File: src/rtl/avalon_bridge_arbiter.sv
// Purpose: round-robin arbiter sharing one Avalon-MM register target between the HPS bridge and a fabric master.
// Latency: strobe one cycle after the grant; completion one cycle after target accept (abort after TIMEOUT_CYCLES).
// Backpressure: waitrequest held high except the single RESP cycle; one transfer outstanding at a time.
module avalon_bridge_arbiter #(
  parameter int                ADDR_W         = 8,
  parameter int                DATA_W         = 32,
  parameter int                TIMEOUT_CYCLES = 255,
  parameter logic [DATA_W-1:0] TIMEOUT_DATA   = 32'hDEAD_BEEF
) (
  input  logic              clk_clk,
  input  logic              reset_reset_n,
  input  logic [ADDR_W-1:0] hps_address,
  input  logic              hps_read,
  input  logic              hps_write,
  input  logic [DATA_W-1:0] hps_writedata,
  output logic [DATA_W-1:0] hps_readdata,
  output logic              hps_waitrequest,
  input  logic [ADDR_W-1:0] fab_address,
  input  logic              fab_read,
  input  logic              fab_write,
  input  logic [DATA_W-1:0] fab_writedata,
  output logic [DATA_W-1:0] fab_readdata,
  output logic              fab_waitrequest,
  output logic [ADDR_W-1:0] tgt_address,
  output logic              tgt_read,
  output logic              tgt_write,
  output logic [DATA_W-1:0] tgt_writedata,
  input  logic [DATA_W-1:0] tgt_readdata,
  input  logic              tgt_waitrequest,
  input  logic              err_clr,
  output logic              err_timeout,
  output logic              grant_hps,
  output logic              busy
);

  // Timer only has to count 0 .. TIMEOUT_CYCLES-1.
  localparam int TMR_W = (TIMEOUT_CYCLES < 2) ? 1 : $clog2(TIMEOUT_CYCLES);
  localparam logic [TMR_W-1:0] TMR_LAST = TMR_W'(TIMEOUT_CYCLES - 1);

  typedef enum logic [1:0] {
    ST_IDLE   = 2'd0,
    ST_ACCESS = 2'd1,
    ST_RESP   = 2'd2
  } state_e;

  // Holding register for the granted transfer; doubles as the target-side drivers.
  typedef struct packed {
    logic [ADDR_W-1:0] addr;
    logic [DATA_W-1:0] wdat;
    logic              rnw;
  } xfer_t;

  state_e            state_q, state_d;
  xfer_t             xfer_q, xfer_d;
  logic [TMR_W-1:0]  tmr_q, tmr_d;
  logic              tgt_read_q, tgt_read_d;
  logic              tgt_write_q, tgt_write_d;
  logic              hps_wait_q, hps_wait_d;
  logic              fab_wait_q, fab_wait_d;
  logic [DATA_W-1:0] hps_rdat_q, hps_rdat_d;
  logic [DATA_W-1:0] fab_rdat_q, fab_rdat_d;
  logic              err_q, err_d;
  logic              grant_hps_q, grant_hps_d;
  logic              last_hps_q, last_hps_d;
  logic              busy_q, busy_d;

  logic              hps_req, fab_req, pick_hps;
  logic              acc_done, acc_tout, err_set;
  logic [DATA_W-1:0] cap_dat;

  // Request decode and round-robin pick: on a tie the master not served last wins.
  always_comb begin
    hps_req  = hps_read | hps_write;
    fab_req  = fab_read | fab_write;
    pick_hps = hps_req & (~fab_req | ~last_hps_q);
  end

  // Next-state and next-output computation for the whole arbiter.
  always_comb begin
    state_d     = state_q;
    xfer_d      = xfer_q;
    tmr_d       = tmr_q;
    tgt_read_d  = tgt_read_q;
    tgt_write_d = tgt_write_q;
    hps_wait_d  = 1'b1;
    fab_wait_d  = 1'b1;
    hps_rdat_d  = hps_rdat_q;
    fab_rdat_d  = fab_rdat_q;
    grant_hps_d = grant_hps_q;
    last_hps_d  = last_hps_q;
    err_set     = 1'b0;
    acc_done    = ~tgt_waitrequest;
    acc_tout    = (tmr_q == TMR_LAST);
    cap_dat     = acc_done ? tgt_readdata : TIMEOUT_DATA;

    case (state_q)
      ST_IDLE: begin
        if (hps_req | fab_req) begin
          // read&write together decodes as a write (rnw = !write).
          xfer_d.addr = pick_hps ? hps_address : fab_address;
          xfer_d.wdat = pick_hps ? hps_writedata : fab_writedata;
          xfer_d.rnw  = pick_hps ? ~hps_write : ~fab_write;
          grant_hps_d = pick_hps;
          tmr_d       = '0;
          tgt_read_d  = xfer_d.rnw;
          tgt_write_d = ~xfer_d.rnw;
          state_d     = ST_ACCESS;
        end
      end
      ST_ACCESS: begin
        if (acc_done || acc_tout) begin
          tgt_read_d  = 1'b0;
          tgt_write_d = 1'b0;
          err_set     = ~acc_done;
          if (grant_hps_q) begin
            hps_wait_d = 1'b0;
            if (xfer_q.rnw) hps_rdat_d = cap_dat;
          end else begin
            fab_wait_d = 1'b0;
            if (xfer_q.rnw) fab_rdat_d = cap_dat;
          end
          state_d = ST_RESP;
        end else begin
          tmr_d = tmr_q + 1'b1;
        end
      end
      ST_RESP: begin
        last_hps_d = grant_hps_q;
        state_d    = ST_IDLE;
      end
      default: begin
        tgt_read_d  = 1'b0;
        tgt_write_d = 1'b0;
        state_d     = ST_IDLE;
      end
    endcase

    // Sticky error: a new timeout wins over a coincident clear.
    err_d  = (err_q & ~err_clr) | err_set;
    busy_d = (state_d != ST_IDLE);
  end

  // State and registered outputs; reset drops the target strobes immediately.
  always_ff @(posedge clk_clk or negedge reset_reset_n) begin
    if (!reset_reset_n) begin
      state_q     <= ST_IDLE;
      xfer_q      <= '0;
      tmr_q       <= '0;
      tgt_read_q  <= 1'b0;
      tgt_write_q <= 1'b0;
      hps_wait_q  <= 1'b1;
      fab_wait_q  <= 1'b1;
      hps_rdat_q  <= '0;
      fab_rdat_q  <= '0;
      err_q       <= 1'b0;
      grant_hps_q <= 1'b0;
      last_hps_q  <= 1'b0;
      busy_q      <= 1'b0;
    end else begin
      state_q     <= state_d;
      xfer_q      <= xfer_d;
      tmr_q       <= tmr_d;
      tgt_read_q  <= tgt_read_d;
      tgt_write_q <= tgt_write_d;
      hps_wait_q  <= hps_wait_d;
      fab_wait_q  <= fab_wait_d;
      hps_rdat_q  <= hps_rdat_d;
      fab_rdat_q  <= fab_rdat_d;
      err_q       <= err_d;
      grant_hps_q <= grant_hps_d;
      last_hps_q  <= last_hps_d;
      busy_q      <= busy_d;
    end
  end

  assign tgt_address     = xfer_q.addr;
  assign tgt_writedata   = xfer_q.wdat;
  assign tgt_read        = tgt_read_q;
  assign tgt_write       = tgt_write_q;
  assign hps_waitrequest = hps_wait_q;
  assign fab_waitrequest = fab_wait_q;
  assign hps_readdata    = hps_rdat_q;
  assign fab_readdata    = fab_rdat_q;
  assign err_timeout     = err_q;
  assign grant_hps       = grant_hps_q;
  assign busy            = busy_q;

endmodule
File: config.mk
export PLATFORM = sky130hd
export DESIGN_NAME = avalon_bridge_arbiter
export DESIGN_NICKNAME = d
export VERILOG_FILES = /design/src/rtl/avalon_bridge_arbiter.sv
export SDC_FILE = /design/constraint.sdc
export NUM_CORES = 1
export LEC_CHECK = 0
export CAP_MARGIN = 20
export CELL_PAD_IN_SITES_DETAIL_PLACEMENT = 1
export CELL_PAD_IN_SITES_GLOBAL_PLACEMENT = 2
export CORE_ASPECT_RATIO = 1.2
export CORE_UTILIZATION = 28
export DETAILED_ROUTE_END_ITERATION = 6
export GPL_TIMING_DRIVEN = 0
export PLACE_DENSITY_LB_ADDON = 0.1
export SYNTH_ARGS = -nofsm -noshare
export SYNTH_HDL_FRONTEND = slang
export SYNTH_SLANG_ARGS = --single-unit
File: constraint.sdc
create_clock -name clk_clk -period 2.7 [get_ports clk_clk]
set_input_delay 0.405 -clock clk_clk [delete_from_list [all_inputs] [get_ports clk_clk]]
set_output_delay 0.405 -clock clk_clk [all_outputs]
set_load 0.02 [all_outputs]
* Word-level counts from Yosys, hierarchy flattened *
Index checks and enable logic that the tools add are counted.

storage, ports and cells
  flip-flop bits (word level) = 123
  bits of input ports = 120
  output and inout port bits = 111

cells by class
  add/sub/neg operators = 1
  equality and inequality tests = 6
  mux-type cells = 23
  bitwise gates (word level) = 16
  reduce and logical (&&, ||, !) cells = 9

operator list
  kind                                                  number
  2-to-1 mux 32 bit                                     2
  2-to-1 mux 8 bit                                      3
  case mux 8 bit (2 select lines)                       1
  2-to-1 mux 1 bit                                      12
  NOT 1 bit                                             9
  adder 8 x 1 -> 8 bit (second input constant)          1
  equality test 8 bit (second input constant)           1
  AND reduction 4 bit                                   2
  inequality test 2 bit (second input constant)         3
  case mux 1 bit (3 select lines)                       2
  AND reduction 3 bit                                   2
  OR 1 bit                                              5
  2-to-1 mux 2 bit                                      2
  case mux 2 bit (2 select lines)                       1
  nonzero test 2 bit                                    2
  AND 1 bit                                             2
  equality test 2 x 1 -> 1 bit (second input constant)  1
  equality test 2 bit (second input constant)           1
  zero test 2 bit                                       1
  AND reduction 2 bit                                   1
  logical OR 1 bit                                      1

* Depth between registers and ports, before layout *
  depth in word-level cells = 8
  mapped depth = 6
  mapped depth without buffers = 6

* Least setup slack after synthesis *
No wires, ideal clock.

  path type = flip-flop to flip-flop
  start = reg state_q[1]
  end = reg hps_rdat_q[0] (netlist: hps_readdata[0])
  arrival time = 1468 ps
  required time = 2579 ps
  setup slack = 1111 ps
  cell stages (with the launch flop) = 7
  buffers on the path = 2
  period minus slack after synthesis = 1589 ps
  cell sequence = dfrtp_1 > and2b_2 > nand3_2 > or2_1 > buf_2 > buf_6 > o22a_1

on the way
  cells in the longest elaborated chain, start to end = 2

RTL lines
  element                               RTL line  source
  start, declared                       53        state_e state_q, state_d;
  start signal, assigned                160       state_q <= state_d;
  equality test 2 x 1 -> 1 bit          96        case (state_q)
  AND reduction 4 bit (no source line)  -
  end signal, assigned                  167       hps_rdat_q <= hps_rdat_d;
  end, declared                         60        logic [DATA_W-1:0] hps_rdat_q, hps_rdat_d;

No other way between the ends.
A chain may end at the register's enable or synchronous reset.

* Worst setup path in the final report *
  start = reg hps_wait_q (netlist: hps_waitrequest)
  end = out hps_waitrequest

RTL lines
  element                 RTL line  source
  start, declared         58        logic hps_wait_q, hps_wait_d;
  start signal, assigned  165       hps_wait_q <= hps_wait_d;
  end, declared           17        output logic hps_waitrequest,

No word-level cell between the ends.

==> qor.tcl <==
set qor(rrSetupSlack_ps) 910
set qor(post-route-util_pct) 46.0
set qor(drt_wl_total_um) 16700
set qor(path_max_fanout) 1
set qor(clock_skew_ps) 10.3
set qor(timing.critical_path.cells) {clkdlybuf4s50_1}
set qor(remaining_drc_errors) 0
set qor(globalRouteTotalUtil_pct) 17.7
set qor(count_of_buffer_and_inverter_cells_on_the_critical_path) 1
set qor(yosys_register_bits) 123
set qor(tritoncts.num_buffers) 17
set qor(route.met2.wl_um) 8490
set qor(worstSkewPairLatency_ps) 420
set qor(cts_htree_levels) 4
set qor(cts_tree) {built}
set qor(maxSlewHeadroom_pct) 55.3
set qor(finalWeightedCongestion) 0.770
set qor(synth.yosys.warnings) 0
set qor(rsz0062_at_grt) {no}
set qor(clock-root-buffer) {sky130_fd_sc_hd__clkbuf_16}
set qor(worst_pin_slew_ps) 668
set qor(arrival_ps) 1560
set qor(timing.hold.ws_ps) 485
set qor(fmax_mhz) 508
set qor(crit_path_start_kind) {flop}
set qor(wl_per_cell_um) 17.2
set qor(wl_met1_um) 6810
set qor(antenna_left) 0
set qor(grt_pass1_vias) 4865
set qor(dr.pass1.iters) 4
set qor(fin_crit_sh_pct) 72.9
set qor(drive_gt1_share_pct) 14.8
set qor(timing.hold.worst.class) {flop to flop}
set qor(timing.final.hold_violations) 0
set qor(cts.clk_slew.worst_paths_ps) 60
set qor(die_y_um) 154
set qor(drt_first_iter_violations) 93
set qor(cap_violations) 0
set qor(timing_worst_setup_path_type) {flop to primary output}
set qor(maxSlewViolCount) 0
set qor(place_hpwl_um) 12500
set qor(chipWidth_um) 129
set qor(setup_viol) 0
set qor(area_growth_syn_to_layout_pct) 60.6
set qor(hold_depth) 1
set qor(leakage_nw) 3.62
set qor(regToRegEndpoint) {hps_readdata[12]$_DFFE_PN0P_}
set qor(cpLargestDelayFamily) {buffers and inverters}
set qor(hold_startpoint) {hps_readdata[25]$_DFFE_PN0P_}
set qor(maxUsedRoutingLayer) {met4}
set qor(syn_inst) 454
set qor(synth_nets) 576
set qor(max-clock-path-buffers) 2
set qor(portion_of_the_post_synthesis_area_used_by_sequential_elements_pct) 57.1
set qor(wl_met3_um) 1130
set qor(num_antenna_cells) 0
set qor(die_area_sq_um) 19800
set qor(crit_slowest_cell) {sky130_fd_sc_hd__clkdlybuf4s50_1}
set qor(post-route-min-period_ps) 1970
set qor(place.port_buffers) 230
set qor(worst_setup_path_end_kind) {primary output}
set qor(nets) 827
set qor(mostFrequentLayoutCell) {sky130_fd_sc_hd__clkdlybuf4s50_1}
set qor(grt_max_degree) 79
set qor(start_util_pct) 28.6
set qor(placeableCoreArea_sq_um) 18900
set qor(post_synth_instance_area_sq_um) 5400
set qor(number_of_antenna_violations_at_the_first_check_in_global_routing) 0
set qor(pin_count) 231
set qor(grt_first_pass_wirelength_um) 26400
set qor(worst_reg2reg_path_startpoint) {state_q[1]$_DFF_PN0_}
set qor(reg2reg_depth) 6
set qor(power.total_mw) 10.5
set qor(status) {finished, final reports clean}
set qor(worst-endpoint-required_ps) 2300
set qor(ir_drop_v) 0.000432
set qor(via_count) 4466
set qor(layout_common_cells) {sky130_fd_sc_hd__clkdlybuf4s50_1 (229), sky130_fd_sc_hd__dfrtp_1 (121), sky130_fd_sc_hd__nor2_1 (50), sky130_fd_sc_hd__o22a_1 (46)}
set qor(synth_cell_types) 45
set qor(crit_path_max_incr_delay_ps) 640
set qor(placement_rows) 55
set qor(clock_sink_count) 123
set qor(synthesis.area_per_instance_sq_um) 11.9
set qor(total_power_density_per_cell_area_nw_per_um2) 1210
set qor(hold-path-endpoint) {hps_readdata[25]$_DFFE_PN0P_}
set qor(grt_remaining_overflow) 0
set qor(viasPerCell) 4.59
-- flip-flops by register name, indices dropped and copies added, names as in the netlist, 2 cells and up --
register       flops
hps_readdata      32
tgt_address        8
tgt_writedata     32
tmr_q              8
fab_readdata      32
state_q            2
-- routing by layer --
layer / track usage (%) / up-vias
li1: - / 2092
met1: 20.5 / 2210
met2: 30.2 / 143
met3: 5.60 / 21
met4: 7.17 / 0
met5: 0 / -
-- timing repair --
item,4_1_cts,5_1_grt
endpoints found under the hold margin,43,0
hold buffers,1,0
buffers inserted,0,0
resized for setup,0,0
-- synth_stat cells --
cell	n	area share [%]
sky130_fd_sc_hd__mux2i_1	42	7.8
sky130_fd_sc_hd__inv_1	7	0.49
sky130_fd_sc_hd__o21ai_1	1	0.093
sky130_fd_sc_hd__nand3b_4	1	0.37
sky130_fd_sc_hd__a31o_2	1	0.16
sky130_fd_sc_hd__nor3b_1	3	0.42
sky130_fd_sc_hd__and3_1	2	0.23
sky130_fd_sc_hd__dfrtp_1	121	56
sky130_fd_sc_hd__o22a_1	46	7.5
sky130_fd_sc_hd__a31oi_1	1	0.12
sky130_fd_sc_hd__buf_2	15	1.4
sky130_fd_sc_hd__nand2b_1	5	0.58
sky130_fd_sc_hd__buf_4	44	6.1
sky130_fd_sc_hd__o221ai_1	2	0.32
sky130_fd_sc_hd__buf_6	4	0.83
sky130_fd_sc_hd__a21o_1	2	0.28
sky130_fd_sc_hd__or2_1	2	0.23
sky130_fd_sc_hd__dfstp_2	2	0.97
sky130_fd_sc_hd__clkbuf_1	1	0.069
sky130_fd_sc_hd__o2bb2ai_1	1	0.16
sky130_fd_sc_hd__or2b_1	1	0.14
sky130_fd_sc_hd__a21oi_4	2	0.60
sky130_fd_sc_hd__a41oi_1	2	0.32
sky130_fd_sc_hd__a21oi_1	44	4.1
sky130_fd_sc_hd__buf_1	1	0.069
sky130_fd_sc_hd__nand3_2	1	0.19
sky130_fd_sc_hd__a22o_1	16	2.6
sky130_fd_sc_hd__a221o_1	1	0.19
sky130_fd_sc_hd__o32a_1	2	0.37
sky130_fd_sc_hd__a211oi_1	1	0.14
sky130_fd_sc_hd__o21a_1	1	0.14
sky130_fd_sc_hd__o21ai_0	4	0.37
sky130_fd_sc_hd__ha_1	2	0.46
sky130_fd_sc_hd__and2b_2	1	0.16
sky130_fd_sc_hd__nand4_4	1	0.39
sky130_fd_sc_hd__a211o_1	1	0.16
sky130_fd_sc_hd__nor3_1	1	0.093
sky130_fd_sc_hd__a21boi_0	1	0.14
sky130_fd_sc_hd__nor2_1	50	3.5
sky130_fd_sc_hd__nand3b_1	1	0.14
sky130_fd_sc_hd__and4_4	1	0.21
sky130_fd_sc_hd__o31ai_1	1	0.14
sky130_fd_sc_hd__nand3_1	5	0.46
sky130_fd_sc_hd__nand2_1	9	0.63
sky130_fd_sc_hd__o22ai_1	1	0.12
-- cell families (layout without fill, tap and decap cells) --
family / Yosys count / in the layout / synth area share (%)
compound gates: 131 / 131 / 18.0
fa+ha+maj: 2 / 2 / 0.464
simple gates: 84 / 84 / 7.72
buf+inv: 72 / 336 / 8.97
mux: 42 / 42 / 7.79
flops: 123 / 123 / 57.1
-- power by group --
part | internal (mW) | switching, mW
sequential | 2.66 | 0.481
clock | 1.48 | 0.848
combinational | 2.54 | 2.46
-- cell type report --
class                           instances  area (sq um)
Multi-Input combinational cell        259          1830
Clock inverter                          9           111
Sequential cell                       123          3080
Timing Repair Buffer                  232          2340
Tap cell                              256           320
Clock buffer                           23           498
Inverter                                7          26.3
Fill cell                            2054         10200
Buffer                                 65           458
-- per-stage QoR --
stage               setup WS (ps)  cells  area (sq um)  TNS [ps]
floorplan                    1110    454          5400         0
global placement            -3740    940          8020   -455580
detailed placement            314    941          8050         0
CTS                           696    974          8670         0
global route                  524    974          8670         0
finish                        731    974          8670         0
-- how the worst max path moves through the flow --
stage	start	slack, ps	depth (start not counted)	to
floorplan	state_q[1]$_DFF_PN0_	1110	6	hps_readdata[0]$_DFFE_PN0P_
global placement	reset_reset_n	-3740	1	tgt_writedata[12]$_DFFE_PN0P_
detailed placement	fab_write	310	7	tgt_writedata[28]$_DFFE_PN0P_
CTS	grant_hps$_DFFE_PN0P_	700	1	grant_hps
global route	fab_write	520	7	tgt_writedata[27]$_DFFE_PN0P_
finish	hps_waitrequest$_DFF_PN1_	730	1	hps_waitrequest
Power figures use the tool's default switching activity.
